## src/rtl/hazard_stall_ctrl.sv

```systemverilog
// hazard_stall_ctrl
//   Pipeline stall/hazard controller for the five-stage core: multi-lane
//   load-use detection against a LOAD_LAT-deep load scoreboard, flush
//   deferral while fetch or data access is stalled, and a consecutive-stall
//   counter with an optional timeout flag.
module hazard_stall_ctrl #(
   parameter int unsigned ISSUE_WIDTH = 1,
   parameter int unsigned LOAD_LAT    = 1,
   parameter int unsigned CNT_W       = 8,
   parameter int unsigned TIMEOUT     = 0,
   // EX-stage memory-type code that marks a load
   parameter logic [1:0]  MEM_LOAD    = 2'b01
) (
   input  logic                     clk,
   input  logic                     rst,
   input  logic [5*ISSUE_WIDTH-1:0] de_rs,
   input  logic [5*ISSUE_WIDTH-1:0] de_rt,
   input  logic [ISSUE_WIDTH-1:0]   de_valid,
   input  logic [1:0]               ex_mem_type,
   input  logic [4:0]               ex_rt,
   input  logic                     if_stall_i,
   input  logic                     ex_stall_i,
   input  logic                     mem_stall_i,
   input  logic                     data_ok,
   input  logic                     flush_i,
   output logic                     if_id_stall_o,
   output logic                     id_ex_stall_o,
   output logic                     ex_mem_stall_o,
   output logic                     load_use_o,
   output logic                     flush_o,
   output logic [CNT_W-1:0]         stall_cnt_o,
   output logic                     stall_timeout_o
);

   typedef enum logic {
      ST_IDLE,
      ST_PEND
   } state_e;

   typedef struct packed {
      logic       vld;
      logic [4:0] rt;
   } slot_t;

   // Timeout threshold held one bit wider than the counter so a threshold
   // of exactly 2^CNT_W is still representable (never reached).
   localparam logic [CNT_W:0] TO_THR = (CNT_W+1)'(TIMEOUT);

   state_e           state_q, state_d;
   logic [CNT_W-1:0] cnt_q, cnt_d;
   logic             tmo_q, tmo_d;
   logic             stall_any;
   logic             fl_eff;
   slot_t            slot_all [LOAD_LAT];

   assign stall_any = if_stall_i | mem_stall_i;
   assign fl_eff    = flush_i | (state_q == ST_PEND);

   // Slot 0 is the instruction currently in EX; older loads sit in registers.
   assign slot_all[0] = '{vld: (ex_mem_type == MEM_LOAD), rt: ex_rt};

   if (LOAD_LAT > 1) begin : g_sb
      slot_t sb_q [1:LOAD_LAT-1];

      // Load history shifts with EX/MEM advance; a flush does not clear it.
      always_ff @(posedge clk or negedge rst) begin
         if (!rst) begin
            for (int unsigned k = 1; k < LOAD_LAT; k++) begin
               sb_q[k] <= '0;
            end
         end else if (!ex_mem_stall_o) begin
            for (int unsigned k = 1; k < LOAD_LAT; k++) begin
               sb_q[k] <= slot_all[k-1];
            end
         end
      end

      for (genvar k = 1; k < LOAD_LAT; k++) begin : g_view
         assign slot_all[k] = sb_q[k];
      end
   end

   // Load-use: any valid lane sourcing a non-zero register still owed by a load.
   always_comb begin
      load_use_o = 1'b0;
      for (int unsigned i = 0; i < ISSUE_WIDTH; i++) begin
         for (int unsigned k = 0; k < LOAD_LAT; k++) begin
            if (de_valid[i] && slot_all[k].vld && (slot_all[k].rt != '0) &&
                ((slot_all[k].rt == de_rs[5*i +: 5]) ||
                 (slot_all[k].rt == de_rt[5*i +: 5]))) begin
               load_use_o = 1'b1;
            end
         end
      end
   end

   // Flush deferral: a flush raised during a stall is held until the stall clears.
   always_comb begin
      state_d = state_q;
      flush_o = 1'b0;
      case (state_q)
         ST_IDLE: begin
            if (flush_i) begin
               if (stall_any) begin
                  state_d = ST_PEND;
               end else begin
                  flush_o = 1'b1;
               end
            end
         end
         ST_PEND: begin
            if (!stall_any) begin
               flush_o = 1'b1;
               state_d = ST_IDLE;
            end
         end
      endcase
   end

   // Pipeline hold enables; a pending flush keeps EX/MEM moving on data-side stalls.
   always_comb begin
      if_id_stall_o  = ex_stall_i | load_use_o | if_stall_i | mem_stall_i;
      id_ex_stall_o  = if_stall_i | mem_stall_i;
      ex_mem_stall_o = fl_eff ? if_stall_i
                              : (if_stall_i | (mem_stall_i & ~data_ok));
   end

   // Consecutive IF/ID stall counter (saturating) and timeout next-state.
   always_comb begin
      if (if_id_stall_o) begin
         cnt_d = (cnt_q == '1) ? cnt_q : cnt_q + 1'b1;
      end else begin
         cnt_d = '0;
      end
      tmo_d = (TIMEOUT != 0) && ({1'b0, cnt_d} >= TO_THR);
   end

   // State, counter and timeout flag registers.
   always_ff @(posedge clk or negedge rst) begin
      if (!rst) begin
         state_q <= ST_IDLE;
         cnt_q   <= '0;
         tmo_q   <= 1'b0;
      end else begin
         state_q <= state_d;
         cnt_q   <= cnt_d;
         tmo_q   <= tmo_d;
      end
   end

   assign stall_cnt_o     = cnt_q;
   assign stall_timeout_o = tmo_q;

endmodule

```

## config.mk

```make
export PLATFORM = sky130hd
export DESIGN_NAME = hazard_stall_ctrl
export DESIGN_NICKNAME = d
export VERILOG_FILES = /design/src/rtl/hazard_stall_ctrl.sv
export SDC_FILE = /design/constraint.sdc
export NUM_CORES = 1
export LEC_CHECK = 0
export CORE_AREA = 2 2 45 55
export CTS_CLUSTER_SIZE = 24
export DETAILED_ROUTE_END_ITERATION = 7
export DIE_AREA = 0 0 47 57
export PLACE_DENSITY = 0.75
export SETUP_SLACK_MARGIN = 0.4
export SYNTH_ARGS = -nofsm -noshare
export SYNTH_HDL_FRONTEND = slang
export SYNTH_SLANG_ARGS = --single-unit
```

## constraint.sdc

```tcl
create_clock -name clk -period 1.35 [get_ports clk]
set_input_delay 0.2025 -clock clk [delete_from_list [all_inputs] [get_ports clk]]
set_output_delay 0.2025 -clock clk [all_outputs]
set_load 0.02 [all_outputs]
```

; Word-level counts from Yosys, hierarchy flattened
; Cells that the tools add are included.
[op_classes]
add_sub_neg = 1
eq_ne = 5
n_mux = 10
bitwise_logic = 9
reduce_logical = 5
[ops]
columns = cell, count
row1 = $mux W8, 2
row2 = $eq A5 B5 Y1, 2
row3 = $add A8 B1 Y8 const B, 1
row4 = $eq A8 B8 Y1 const B, 1
row5 = $mux W1, 6
row6 = $or A1 B1 Y1, 6
row7 = $reduce_bool A5 Y1, 1
row8 = $pmux W1 S2, 2
row9 = $logic_and A1 B1 Y1, 3
row10 = $eq A2 B1 Y1 const B, 1
row11 = $ne A2 B2 Y1 const B, 1
row12 = $not A1 Y1, 2
row13 = $and A1 B1 Y1, 1
row14 = $logic_or A1 B1 Y1, 1
[totals]
inputBits = 25
regBits = 9

; Depth between registers and ports, before layout
; Gate-level depths: netlist of run 1.
[logic_depth]
depth_word = 9
ltp_mapped = 5
mapped_depth_nobuf = 5

; Worst setup path before layout of run 1
; OpenSTA, ideal clock, no wires.
[synth_timing]
path_kind = flip-flop to flip-flop
startpoint = register cnt_q[0], in the netlist stall_cnt_o[0]
endpoint = register cnt_q[1], in the netlist stall_cnt_o[1]
t_required_ns = 1.209
t_arrival_ns = 1.248
stages_incl_launch_ff = 6
period_less_slack_ns = 1.389
slack_ns = -0.039
setup_time_ns = 0.141
path_buffers = 0
path_cell_list = dfrtp_1 -> ha_1 -> nand3_1 -> nor2_1 -> mux2i_1 -> a211oi_2
[synth_between]
elab_chain_cells = 3
elab_cells_between_ends = 5
[synth_rtl]
columns = element, line
row1 = from (decl), 50  ; logic [CNT_W-1:0] cnt_q, cnt_d;
row2 = from (signal assigned), 146  ; cnt_q <= cnt_d;
row3 = $add A8 B1 Y8, 131  ; cnt_d = (cnt_q == '1) ? cnt_q : cnt_q + 1'b1;
row4 = $mux W8, 131
row5 = $mux W8, 130  ; if (if_id_stall_o) begin
; Parallel ways exist; a longest one is shown, timed or not. The select of a mux whose other input is x is not followed.
; A chain may end at the register's enable or synchronous reset.

; Final worst setup path of run 1
[layout_timing]
startpoint = input port ex_stall_i
endpoint = output port if_id_stall_o
[layout_between]
elab_chain_cells = 3
[layout_rtl]
columns = element, line
row1 = from (decl), 22  ; input logic ex_stall_i,
row2 = $or A1 B1 Y1 (3 in a row), 122  ; if_id_stall_o = ex_stall_i | load_use_o | if_stall_i | mem_stall_i;
row3 = to (decl), 26  ; output logic if_id_stall_o,
; Every way passes these cells.

==> results of run 1 <==
==> cells in the final DEF (no fill, tap or decap), types with 2 or more instances in the layout <==
cell                              Yosys  layout
sky130_fd_sc_hd__a211oi_1             4       2
sky130_fd_sc_hd__a211oi_2             1       3
sky130_fd_sc_hd__a21oi_1              4       3
sky130_fd_sc_hd__a21oi_2              1       2
sky130_fd_sc_hd__buf_2                0       8
sky130_fd_sc_hd__buf_4                1      13
sky130_fd_sc_hd__buf_6                0      23
sky130_fd_sc_hd__buf_8                0       2
sky130_fd_sc_hd__clkbuf_4             0       3
sky130_fd_sc_hd__clkdlybuf4s15_1      0       6
sky130_fd_sc_hd__dfrtp_2              0       8
sky130_fd_sc_hd__dlygate4sd2_1        0       4
sky130_fd_sc_hd__inv_1                3       2
sky130_fd_sc_hd__nand3b_1             2       2
sky130_fd_sc_hd__nor2_1               9       3
sky130_fd_sc_hd__nor2_2               1       3
sky130_fd_sc_hd__nor2_4               0       4
sky130_fd_sc_hd__nor3_2               2       2
sky130_fd_sc_hd__o211ai_1             3       3
sky130_fd_sc_hd__o221ai_2             0       2
sky130_fd_sc_hd__xor2_1              13       9
sky130_fd_sc_hd__xor2_2               0       4
==> worst max-delay path, delay by kind of cell <==
kind            cells  cell delay (ns)
compound gates      1             0.04
buf+inv             2             0.35
simple gates        2             0.54
==> where the power goes <==
| group | internal [mW] | total [mW] | switching, mW |
|---|---|---|---|
| clock | 0.114 | 0.209 | 0.0946 |
| combinational | 0.417 | 0.731 | 0.314 |
| sequential | 0.339 | 0.438 | 0.0998 |
==> state kept, by name, indices dropped and copies added (netlist names) <==
| register | count |
|---|---|
| stall_cnt_o | 8 |
| state_q | 1 |
==> worst paths after layout <==
kind,to,slack [ns],from
max,if_id_stall_o,0.01,ex_stall_i
min,state_q,0.18,if_stall_i
max reg2reg,stall_cnt_o[4],0.05,stall_cnt_o[1]
min reg2reg,state_q,0.63,state_q
max in group asynchronous,stall_cnt_o[1],0.81,rst
min in group asynchronous,state_q,0.23,rst
==> through the flow <==
stage / hold slack, ns / utilization / instances / TNS (ns) / power (mW)
after detailed placement: 0.527 / 0.552 / 150 / -5.55 / 0.965
after CTS: 0.223 / 0.591 / 161 / 0 / 1.21
after floorplan: -0.0931 / - / 75 / 0 / 0.693
after global routing: 0.186 / 0.669 / 166 / -0.0432 / 1.46
final: 0.177 / 0.669 / 166 / 0 / 1.38
after global placement: 0.524 / 0.552 / 150 / -5.23 / 0.952
==> cells by family (layout without fill, tap and decap cells) <==
kind of cell	Yosys count	after routing	synth area share
buffers and inverters	4	64	0.0267
and+or+nand+nor	25	25	0.208
adders and majority gates	1	1	0.0178
other	1	1	0.00533
AOI/OAI and AO/OA	20	20	0.231
xor gates and xnor gates	13	13	0.162
muxes	2	2	0.0285
DFF	9	9	0.320
==> layer usage <==
metal,vias to the layer above,global-route usage,share of wire
met2,28,0.315,0.56
met1,379,0.219,0.38
li1,393,-,-
met5,-,0,0
met4,0,0.0913,0.027
met3,7,0.0190,0.032
==> area by class of cell <==
class                           count  area, sq um  share of cell area
Tap cell                           31         38.8              0.0265
Sequential cell                     9          235               0.161
Clock buffer                        4         26.3              0.0179
Inverter                            3         11.3             0.00769
Timing Repair Buffer               57          532               0.363
Multi-Input combinational cell     62          621               0.424
==> what timing repair did <==
action	4_1_cts	5_1_grt
hold endpoints to repair	0	0
resized for setup	156	33
hold buffers	0	0
buffers inserted	7	5
pin swaps	23	10
setup endpoints to repair	21	21
==> out/qor.csv, run 1 <==
stage,metric,value,unit
placed_design,buffer_ports.inserted,37,
yosys,yosys.area.top_type,sky130_fd_sc_hd__dfrtp_1,
yosys,netlist_instances,75,
yosys,leading_post_synthesis_cells_by_cell_area,"sky130_fd_sc_hd__dfrtp_1, sky130_fd_sc_hd__xor2_1, sky130_fd_sc_hd__nor2_1",
worst_setup_path,critPathMaxStageDelay,0.40,ns
sta,setup-violations-final,0,
yosys,synth_sequential_area_ratio,0.320,
cells_and_area,diodes,0,
clock_tree,cts_tree,done,
worst_setup_path,required,1.15,ns
sta,rsz_0062_raised_after_global_routing,true,
power_and_ir_drop,max-vdd-ir-drop,0.758,mV
yosys,synth_enable_flop_cells,0,
detailed_routing,detail_route.wirelength,2.24,mm
yosys,syn-cell-area,703,sq um
worst_setup_path,startpoint_type,input pin,
yosys,synth_ff_type,sky130_fd_sc_hd__dfrtp_1,
placed_design,dp.final_hpwl,1.59,mm
floorplan,dieHeight,57,um
yosys,postSynthAreaPerCell,9.38,sq um
status,result_of_the_run,"complete, no violations",
worst_setup_path,timing.critical_path.to_type,output pin,
power_and_ir_drop,power_density,941,nW/um^2
clock_tree,cts-root-buf,sky130_fd_sc_hd__clkbuf_4,
cells_and_area,layout.filler_cells,183,
clock_tree,cts_sinks,9,
global_route,wire_length_of_the_first_global_routing_pass,3.66,mm
sta,final_max_slew_viol_count,0,
yosys,synth_cell_types,30,
cells_and_area,syn_to_layout_area_delta,108,%
global_route,globalRouteTotalUtil,0.184,
cells_and_area,share_of_post_route_cells_with_drive_strength_above_1,0.667,
sta,clock_skew,0.00176,ns
placed_design,postPlaceCellArea,1210,sq um
sta,period_share,0.989,
worst_setup_path,rr_worst_depth,5,
sta,hold_viol_final,0,
placed_design,routabilityCongestion,0.836,
clock_tree,ctsHtreeMaxLevel,1,
yosys,postSynthRegisterBits,9,
clock_tree,cts_buffers,3,
clock_tree,clkSlewWorstSetupHoldPaths,0.06,ns
min_path,hold_path_class,input pin to flip-flop,
yosys,synth_top_area_frac,0.320,
worst_setup_path,timing.critical_path.fanout_max,2,
worst_setup_path,cells_along_the_critical_path,clkdlybuf4s15_1 > or3_4 > nor2_4 > a21oi_2 > buf_4,
detailed_routing,drt_first_iter_violations,7,
cells_and_area,finalNetCount,162,
floorplan,die_x,47,um
yosys,netlist_top_cells_count,"sky130_fd_sc_hd__xor2_1, sky130_fd_sc_hd__dfrtp_1, sky130_fd_sc_hd__nor2_1",
detailed_routing,drc,0,
min_path,hold-path-cell-count,3,
global_route,via_count_of_the_first_global_routing_pass,857,
worst_setup_path,critical_path.slowest_cell,sky130_fd_sc_hd__or3_4,
yosys,synth-async-reset-ratio,1.00,
floorplan,pin_count,39,
global_route,overflow,0,
sta,maxClockFrequency,749,MHz
detailed_routing,avgRoutedWirePerCell,13.5,um
yosys,synth-warning-count,0,
floorplan,initial_utilization,0.322,
global_route,maximum_number_of_pins_on_one_net_before_global_route_repair,10,
floorplan,die-area,2680,sq um
worst_setup_path,critical_path_class,input pin to output pin,
global_route,antenna_found_initial,0,
clock_tree,source_to_sink_clock_delay_at_the_later_pin_of_the_worst_skew_pair,0.26,ns
yosys,syn-num-nets,101,
detailed_routing,dr_total_vias,807,
detailed_routing,vias_per_cell,4.86,
placed_design,preCtsSetupSlack,-0.822,ns
floorplan,rows,19,
power_and_ir_drop,cellLeakagePower,0.637,nW
cells_and_area,final_design_area_no_fill,1460,sq um
floorplan,floorplan.core_area,2190,sq um
yosys,yosysMostFrequentCell,sky130_fd_sc_hd__xor2_1,
sta,period_needed,1.34,ns
detailed_routing,firstDrtPassIters,5,
clock_tree,max-clock-path-buffers,2,
worst_setup_path,crit_arrival,1.13,ns
flow_run,timing.max_cap.violations,0,
detailed_routing,route.antenna.remaining_nets,0,
sta,layout_setup_ws,0.0149,ns
No activity file was read; power rests on OpenSTA's default activity.
==> run 2: changes to the inputs <==
--- a/config.mk
+++ b/config.mk
@@ -5,6 +5,7 @@
 export SDC_FILE = /design/constraint.sdc
 export NUM_CORES = 1
 export LEC_CHECK = 0
+export CAP_MARGIN = 20
 export CORE_AREA = 2 2 45 55
 export CTS_CLUSTER_SIZE = 24
 export DETAILED_ROUTE_END_ITERATION = 7
==> results of run 2 <==
Final layout, timing and power as in run 1 (identical DEF).
==> run 3: changes to the inputs <==
--- a/config.mk
+++ b/config.mk
@@ -10,6 +10,7 @@
 export CTS_CLUSTER_SIZE = 24
 export DETAILED_ROUTE_END_ITERATION = 7
 export DIE_AREA = 0 0 47 57
+export GPL_ROUTABILITY_DRIVEN = 0
 export PLACE_DENSITY = 0.75
 export SETUP_SLACK_MARGIN = 0.4
 export SYNTH_ARGS = -nofsm -noshare
==> results of run 3 <==
Final layout, timing and power as in run 1 (identical DEF).
